[config.mk]
export PLATFORM = sky130hd
export DESIGN_NAME = exposure_v1_t7
export DESIGN_NICKNAME = d
export VERILOG_FILES = /design/src/rtl/exposure_v1_t7.sv
export SDC_FILE = /design/constraint.sdc
export NUM_CORES = 2
export LEC_CHECK = 0
export ABC_AREA = 1
export CORE_MARGIN = 5
export CORE_UTILIZATION = 55
export CTS_BUF_LIST = sky130_fd_sc_hd__clkbuf_4
export CTS_CLUSTER_SIZE = 28
export DETAILED_ROUTE_END_ITERATION = 10
export PLACE_DENSITY_LB_ADDON = 0.3
export SYNTH_ARGS = -nofsm -noshare
export SYNTH_HDL_FRONTEND = slang
export SYNTH_SLANG_ARGS = --single-unit
[constraint.sdc]
create_clock -name CLKM -period 34.1 [get_ports CLKM]
set_input_delay 6.82 -clock CLKM [delete_from_list [all_inputs] [get_ports CLKM]]
set_output_delay 6.82 -clock CLKM [all_outputs]
set_load 0.1 [all_outputs]
[src/rtl/exposure_v1_t7.sv]
// Exposure sequencer: global reset, projector trigger, mask row load, exposure,
// drain and GSUB phases per pattern, then a readout trigger handshake per frame.
module exposure_v1_t7 (
  input  logic        CLKM,
  input  logic        rst,
  input  logic        re_busy,
  input  logic [31:0] NUM_PAT,
  input  logic [31:0] NUM_REP,
  input  logic [31:0] NUM_ROW,
  input  logic [31:0] NUM_GSUB,
  input  logic [31:0] Tproj_dly,
  input  logic [31:0] Tgl_res,
  input  logic [31:0] Treset,
  input  logic [31:0] Tadd,
  input  logic [31:0] Texp_ctrl,
  input  logic [31:0] Tdes2_d,
  input  logic [31:0] Tdes2_w,
  input  logic [31:0] Tmsken_d,
  input  logic [31:0] Tmsken_w,
  input  logic [31:0] Tgsub_w,
  input  logic [31:0] TdrainR_d,
  input  logic [31:0] TdrainF_d,
  output logic        trigger_o,
  output logic [7:0]  ROWADD,
  output logic        EN_STREAM,
  output logic        DES_2ND,
  output logic        PROJ_TRG,
  output logic        MASK_EN,
  output logic        PIXGLOB_RES,
  output logic        PIXVTG_GLOB,
  output logic        PIXDRAIN,
  output logic        PIXGSUBC,
  output logic        contrastLED
);

  typedef enum logic [3:0] {
    S_IDLE, S_GRES, S_SETTLE, S_PROJ, S_ROWLD, S_EXP,
    S_DRAIN, S_GSUB, S_TRIG, S_WAIT_HI, S_WAIT_LO
  } state_t;

  typedef struct packed {
    logic [31:0] num_pat;
    logic [31:0] num_rep;
    logic [31:0] num_row;
    logic [31:0] num_gsub;
    logic [31:0] tproj_dly;
    logic [31:0] tgl_res;
    logic [31:0] treset;
    logic [31:0] tadd;
    logic [31:0] texp_ctrl;
    logic [31:0] tdes2_d;
    logic [31:0] tdes2_w;
    logic [31:0] tmsken_d;
    logic [31:0] tmsken_w;
    logic [31:0] tgsub_w;
    logic [31:0] tdrainr_d;
    logic [31:0] tdrainf_d;
  } cfg_t;

  cfg_t        cfg_live, cfg_q;
  state_t      state, nxt;
  logic [31:0] cnt, row, pat, rep, gsub_n;
  logic [31:0] nxt_cnt, nxt_row, nxt_pat, nxt_rep, nxt_gsub;
  logic        frame_start, stage_done, enter;
  logic [33:0] proj_len, slot_len, gsub_period;

  logic        o_trig, o_en_stream, o_des, o_proj, o_mask;
  logic        o_gres, o_vtg, o_drain, o_gsubc, o_led;
  logic [7:0]  o_rowadd;

  assign cfg_live = '{num_pat: NUM_PAT, num_rep: NUM_REP, num_row: NUM_ROW,
                      num_gsub: NUM_GSUB, tproj_dly: Tproj_dly, tgl_res: Tgl_res,
                      treset: Treset, tadd: Tadd, texp_ctrl: Texp_ctrl,
                      tdes2_d: Tdes2_d, tdes2_w: Tdes2_w, tmsken_d: Tmsken_d,
                      tmsken_w: Tmsken_w, tgsub_w: Tgsub_w, tdrainr_d: TdrainR_d,
                      tdrainf_d: TdrainF_d};

  // Phase lengths are widened so sums of full-range durations cannot wrap.
  assign proj_len    = (cfg_q.tproj_dly == '0) ? 34'd1 : {2'b00, cfg_q.tproj_dly};
  assign slot_len    = {2'b00, cfg_q.tadd} + {2'b00, cfg_q.tdes2_d} + {2'b00, cfg_q.tdes2_w};
  assign gsub_period = {1'b0, cfg_q.tgsub_w, 1'b0};

  function automatic logic last_cycle(input logic [31:0] c, input logic [33:0] dur);
    return ({2'b00, c} + 34'd1) >= dur;
  endfunction

  function automatic state_t after_settle(input cfg_t p);
    return (p.num_pat == '0 || p.num_rep == '0) ? S_TRIG : S_PROJ;
  endfunction

  function automatic state_t after_gres(input cfg_t p);
    return (p.treset != '0) ? S_SETTLE : after_settle(p);
  endfunction

  function automatic state_t frame_entry(input cfg_t p);
    return (p.tgl_res != '0) ? S_GRES : after_gres(p);
  endfunction

  // First non-empty pattern stage after 'from'; S_IDLE means the pattern is complete.
  function automatic state_t stage_after(input state_t from, input cfg_t p);
    state_t s;
    logic   rows_on, gsub_on;
    rows_on = (p.num_row != '0) &&
              (p.tadd != '0 || p.tdes2_d != '0 || p.tdes2_w != '0);
    gsub_on = (p.num_gsub != '0) && (p.tgsub_w != '0);
    s = S_IDLE;
    if (from inside {S_PROJ, S_ROWLD, S_EXP, S_DRAIN} && gsub_on) s = S_GSUB;
    if (from inside {S_PROJ, S_ROWLD, S_EXP} && p.tdrainr_d != '0) s = S_DRAIN;
    if (from inside {S_PROJ, S_ROWLD} && p.texp_ctrl != '0)       s = S_EXP;
    if (from == S_PROJ && rows_on)                                  s = S_ROWLD;
    return s;
  endfunction

  always_comb begin
    // NOTE: every variable written here gets a default first, so no latch is inferred.
    nxt         = state;
    nxt_cnt     = cnt + 32'd1;
    nxt_row     = row;
    nxt_pat     = pat;
    nxt_rep     = rep;
    nxt_gsub    = gsub_n;
    frame_start = 1'b0;
    stage_done  = 1'b0;
    enter       = 1'b0;

    case (state)
      S_IDLE: begin
        nxt_cnt = cnt;
        if (!re_busy) frame_start = 1'b1;
      end
      S_GRES: if (last_cycle(cnt, {2'b00, cfg_q.tgl_res})) begin
        nxt   = after_gres(cfg_q);
        enter = 1'b1;
      end
      S_SETTLE: if (last_cycle(cnt, {2'b00, cfg_q.treset})) begin
        nxt   = after_settle(cfg_q);
        enter = 1'b1;
      end
      S_PROJ: if (last_cycle(cnt, proj_len)) stage_done = 1'b1;
      S_ROWLD: if (last_cycle(cnt, slot_len)) begin
        if (({1'b0, row} + 33'd1) >= {1'b0, cfg_q.num_row}) stage_done = 1'b1;
        else begin
          nxt_row = row + 32'd1;
          nxt_cnt = '0;
        end
      end
      S_EXP:   if (last_cycle(cnt, {2'b00, cfg_q.texp_ctrl})) stage_done = 1'b1;
      S_DRAIN: if (last_cycle(cnt, {2'b00, cfg_q.tdrainr_d})) stage_done = 1'b1;
      S_GSUB: if (last_cycle(cnt, gsub_period)) begin
        if (({1'b0, gsub_n} + 33'd1) >= {1'b0, cfg_q.num_gsub}) stage_done = 1'b1;
        else begin
          nxt_gsub = gsub_n + 32'd1;
          nxt_cnt  = '0;
        end
      end
      S_TRIG: begin
        nxt   = S_WAIT_HI;
        enter = 1'b1;
      end
      S_WAIT_HI: begin
        nxt_cnt = cnt;
        if (re_busy) begin
          nxt   = S_WAIT_LO;
          enter = 1'b1;
        end
      end
      S_WAIT_LO: begin
        nxt_cnt = cnt;
        if (!re_busy) frame_start = 1'b1;
      end
      default: begin
        nxt   = S_IDLE;
        enter = 1'b1;
      end
    endcase

    if (stage_done) begin
      enter = 1'b1;
      nxt   = stage_after(state, cfg_q);
      if (nxt == S_IDLE) begin
        if (({1'b0, pat} + 33'd1) >= {1'b0, cfg_q.num_pat}) begin
          nxt_pat = '0;
          nxt_rep = rep + 32'd1;
          nxt     = (({1'b0, rep} + 33'd1) >= {1'b0, cfg_q.num_rep}) ? S_TRIG : S_PROJ;
        end else begin
          nxt_pat = pat + 32'd1;
          nxt     = S_PROJ;
        end
      end
    end

    // Frame entry resolves skipped phases against the live inputs being latched.
    if (frame_start) begin
      enter   = 1'b1;
      nxt     = frame_entry(cfg_live);
      nxt_pat = '0;
      nxt_rep = '0;
    end

    if (enter) begin
      nxt_cnt  = '0;
      nxt_row  = '0;
      nxt_gsub = '0;
    end
  end

  // Outputs are decoded from the upcoming state so the registers line up with it.
  always_comb begin
    o_trig      = 1'b0;
    o_rowadd    = '0;
    o_en_stream = 1'b0;
    o_des       = 1'b0;
    o_proj      = 1'b0;
    o_mask      = 1'b0;
    o_gres      = 1'b0;
    o_vtg       = 1'b0;
    o_drain     = 1'b1;
    o_gsubc     = 1'b0;
    o_led       = 1'b0;
    case (nxt)
      S_GRES:  o_gres = 1'b1;
      S_PROJ:  o_proj = (nxt_cnt == '0);
      S_ROWLD: begin
        o_rowadd    = nxt_row[7:0];
        o_en_stream = (nxt_cnt == '0);
        o_des       = (nxt_cnt >= cfg_q.tdes2_d) && ((nxt_cnt - cfg_q.tdes2_d) < cfg_q.tdes2_w);
      end
      S_EXP: begin
        o_vtg   = 1'b1;
        o_led   = 1'b1;
        o_mask  = (nxt_cnt >= cfg_q.tmsken_d) && ((nxt_cnt - cfg_q.tmsken_d) < cfg_q.tmsken_w);
        o_drain = (nxt_cnt < cfg_q.tdrainf_d);
      end
      S_DRAIN: o_drain = 1'b0;
      S_GSUB:  o_gsubc = (nxt_cnt < cfg_q.tgsub_w);
      S_TRIG:  o_trig  = 1'b1;
      default: ;
    endcase
  end

  always_ff @(posedge CLKM or posedge rst) begin
    if (rst) begin
      state       <= S_IDLE;
      cnt         <= '0;
      row         <= '0;
      pat         <= '0;
      rep         <= '0;
      gsub_n      <= '0;
      cfg_q       <= '0;
      trigger_o   <= 1'b0;
      ROWADD      <= '0;
      EN_STREAM   <= 1'b0;
      DES_2ND     <= 1'b0;
      PROJ_TRG    <= 1'b0;
      MASK_EN     <= 1'b0;
      PIXGLOB_RES <= 1'b0;
      PIXVTG_GLOB <= 1'b0;
      PIXDRAIN    <= 1'b1;
      PIXGSUBC    <= 1'b0;
      contrastLED <= 1'b0;
    end else begin
      // NOTE: non-blocking throughout, so every register samples pre-edge values.
      state       <= nxt;
      cnt         <= nxt_cnt;
      row         <= nxt_row;
      pat         <= nxt_pat;
      rep         <= nxt_rep;
      gsub_n      <= nxt_gsub;
      if (frame_start) cfg_q <= cfg_live;
      trigger_o   <= o_trig;
      ROWADD      <= o_rowadd;
      EN_STREAM   <= o_en_stream;
      DES_2ND     <= o_des;
      PROJ_TRG    <= o_proj;
      MASK_EN     <= o_mask;
      PIXGLOB_RES <= o_gres;
      PIXVTG_GLOB <= o_vtg;
      PIXDRAIN    <= o_drain;
      PIXGSUBC    <= o_gsubc;
      contrastLED <= o_led;
    end
  end

endmodule

==> flow_summary.yaml <==
global_route:
  globalRouteTotalUtil: 0.334
  largest_net_degree_at_the_start_of_global_routing: 247
  grt.overflow.total: 0
  grt_pass1_vias: 45000
  grt_pass1_wl_mm: 246
  antenna_found_initial: 8
worst_setup_path:
  required_time_of_the_critical_path_ps: 35070
  setup.worst_path.class: "in2reg"
  endpoint_kind: "flop"
  reg2reg_slack_ps: 22890
  worstSetupStartpointType: "input port"
  critPathMaxFanout: 148
  worst_path_most_repeated_cell: "sky130_fd_sc_hd__nand2_1"
  timing.rr.end: "MASK_EN"
  crit_arrival_ps: 15020
  timing.critical_path.slowest_cell_delay_ps: 770
  worst_reg2reg_startpoint: "cfg_q[163]"
  worst_r2r_path_depth: 55
  critical_path.slowest_cell: "sky130_fd_sc_hd__buf_4"
clocking:
  htree_num_levels: 4
  clockBufferDepth: 3
  cts_repair_resize_count: 0
  holdBufCountCts: 0
  cts_buffer_count: 189
  path_clk_slew_ps: 70
  cts.sink_count: 693
  source_to_sink_clock_delay_at_the_later_pin_of_the_worst_skew_pair_ps: 1160
  post_cts.repair.setup_buffers: 0
  clk_root_buffer_cell: "sky130_fd_sc_hd__clkbuf_4"
  cts_tree: "built"
synthesis:
  post-synth-top-count-cell: "sky130_fd_sc_hd__nand2_1"
  ys_ff_latch: 693
  post_synth_inst_count: 6210
  synth-warning-count: 0
  yosys.area.top_type: "sky130_fd_sc_hd__dfrtp_1"
  ys_async_sr_fraction: 1.00
  synth.avg_cell_area_um2: 7.75
  netlist_top_cells_count: "1339 x sky130_fd_sc_hd__nand2_1, 1070 x sky130_fd_sc_hd__inv_1, 692 x sky130_fd_sc_hd__dfrtp_1"
  dominantRegCellSynth: "sky130_fd_sc_hd__dfrtp_1"
  synth_enable_flop_cells: 0
  post_synth_num_cell_types: 71
  synth.net_count: 7339
  post-synth-top-area-fraction: 0.360
  yosysSeqAreaShare: 0.360
  synthTopCellsByArea: "sky130_fd_sc_hd__dfrtp_1 36%, sky130_fd_sc_hd__ha_1 15%, sky130_fd_sc_hd__nand2_1 10%, sky130_fd_sc_hd__inv_1 8.3%, sky130_fd_sc_hd__o21ai_0 6.8%"
  synth_area_um2: 48100
hold_path:
  hold_class: "reg2reg"
  worst_hold_path.endpoint: "cfg_q[320]"
  holdPathStages: 2
  hold_start: "cfg_q[320]"
timing:
  period_share: 0.412
  relSlewSlack: 0.209
  hold_viol: 0
  rsz0062_at_grt: "no"
  max_slew.worst_pin.slew_ps: 1170
  min_period_ps: 14040
  final.setup.tns_ps: 0
  report.final.slew_viol_count: 0
  timing.hold.ws_ps: 491
  max_freq_mhz: 71.2
  clock-skew-final_ps: 68.1
  setup_viol: 0
die:
  floorplan.die.height_um: 306
  fp.dieW_um: 306
  initial_utilization: 0.555
  core_area_um2: 86800
  boundaryPins: 533
  rows: 108
  dieArea_um2: 93500
job:
  maxCapViolCount: 0
cells_and_area:
  multi_input_area_um2: 26100
  fillCellCount: 7633
  layout_cell_share_with_drive_strength_beyond_1: 0.0584
  post-route-cell-area_um2: 56900
  area_delta_synth_final_pct: 18.4
  stdcell_count: 8118
  seqCellArea_um2: 17300
  design.final.nets: 7945
  postLayoutCoreUtil: 0.656
placement:
  placedCellCount: 7780
  hpwl_mm: 122
  gp_congestion: 0.949
  port_buffers: 532
  dpl_cell_area_um2: 54600
route:
  routed_wl_mm: 159
  postRouteAntennaNets: 0
  avgRoutedWirePerCell_um: 19.5
  post-route-drc-count: 0
  vias_per_inst: 5.61
  dr.first_iter.drc_count: 3972
  drt_pre_antenna_iters: 8
  route.vias.total: 45500
power:
  power_density_nw_per_um2: 29.2
  p_leak_nw: 30.3
  vdd.ir_drop.worst_v: 0.0000346
run_status:
  outcome: "finished clean"
## stage by stage
stage / total power, mW / setup slack [ps]
4_1_cts: 1.68 / 20210
5_1_grt: 1.72 / 19490
2_1_floorplan: 0.852 / 7850
3_3_place_gp: 0.923 / 19270
6_report: 1.66 / 20060
3_5_place_dp: 0.923 / 19060
## worst max-delay path by stage
stage                     endpoint  cells after the start    start  slack [ps]
after floorplan            DES_2ND                      1      rst        7850
after global placement     MASK_EN                     35  re_busy       19270
after detailed placement   MASK_EN                     35  re_busy       19060
after CTS                  MASK_EN                     35  re_busy       20210
after global routing       MASK_EN                     35  re_busy       19490
final                      MASK_EN                     35  re_busy       20060
## critical path, delay by kind of cell
| kind | cells | cell delay, ps |
|---|---|---|
| buf+inv | 7 | 2560 |
| xor+xnor | 1 | 190 |
| compound gates | 9 | 1780 |
| simple gates | 16 | 2900 |
| fa+ha+maj | 2 | 740 |
## metal layers
metal,vias up,track usage,routed length (um)
met5,-,0,27
met4,4,0.188,10500
met3,526,0.0620,11900
met2,1868,0.540,72300
met1,21300,0.424,64000
li1,21800,-,-
## sequential cells by signal, indices dropped and copies added (netlist names)
register     count
DES_2ND          1
rep             32
row             32
PIXGSUBC         1
PROJ_TRG         1
PIXDRAIN         1
MASK_EN          1
gsub_n          32
cfg_q          512
EN_STREAM        1
cnt             32
ROWADD           8
trigger_o        1
PIXGLOB_RES      1
contrastLED      1
state            4
pat             32
## layout make-up
cell class / instances / area share
antenna: 12 / 0.000527
tap: 1155 / 0.0254
inverter: 1087 / 0.0719
timing repair buffer: 562 / 0.0979
sequential: 693 / 0.305
clock buffer: 259 / 0.0341
clock inverter: 67 / 0.00661
multi-input combinational: 4283 / 0.459
## report_power, final
group | switching [mW] | leakage (nW) | internal [mW]
Clock | 0.381 | 1.36 | 0.374
Combinational | 0.0331 | 22.1 | 0.0527
Sequential | 0 | 6.90 | 0.822
## cell families (layout without fill, tap and decap cells)
logic type,Yosys count,count (layout),synth area share
and+or+nand+nor,2273,2273,0.207
buffers and inverters,1234,1975,0.0975
AOI/OAI and AO/OA,1208,1208,0.135
DFF,693,693,0.360
adders and majority gates,614,614,0.165
xor gates and xnor gates,188,188,0.0342
other,0,12,0
## layout by cell type (no fill, tap or decap), drive strengths merged, types with 11 or more instances in the layout
cell type      synthesis  final
a211oi                18     18
a21o                  11     11
a21oi                335    335
buf                   25     30
clkbuf               122    259
clkdlybuf4s50          0    532
clkinv                 1     57
dfrtp                692    692
diode                  0     12
fa                    35     35
ha                   579    579
inv                 1086   1089
nand2               1350   1350
nand3                126    126
nand3b                11     11
nand4                172    172
nor2                 346    346
nor3                 100    100
nor4                 147    147
o211ai                20     20
o21a                  12     12
o21ai                674    674
o21bai                14     14
o22ai                 76     76
xnor2                 33     33
xor2                 155    155
(Power assumes the default switching activity.)
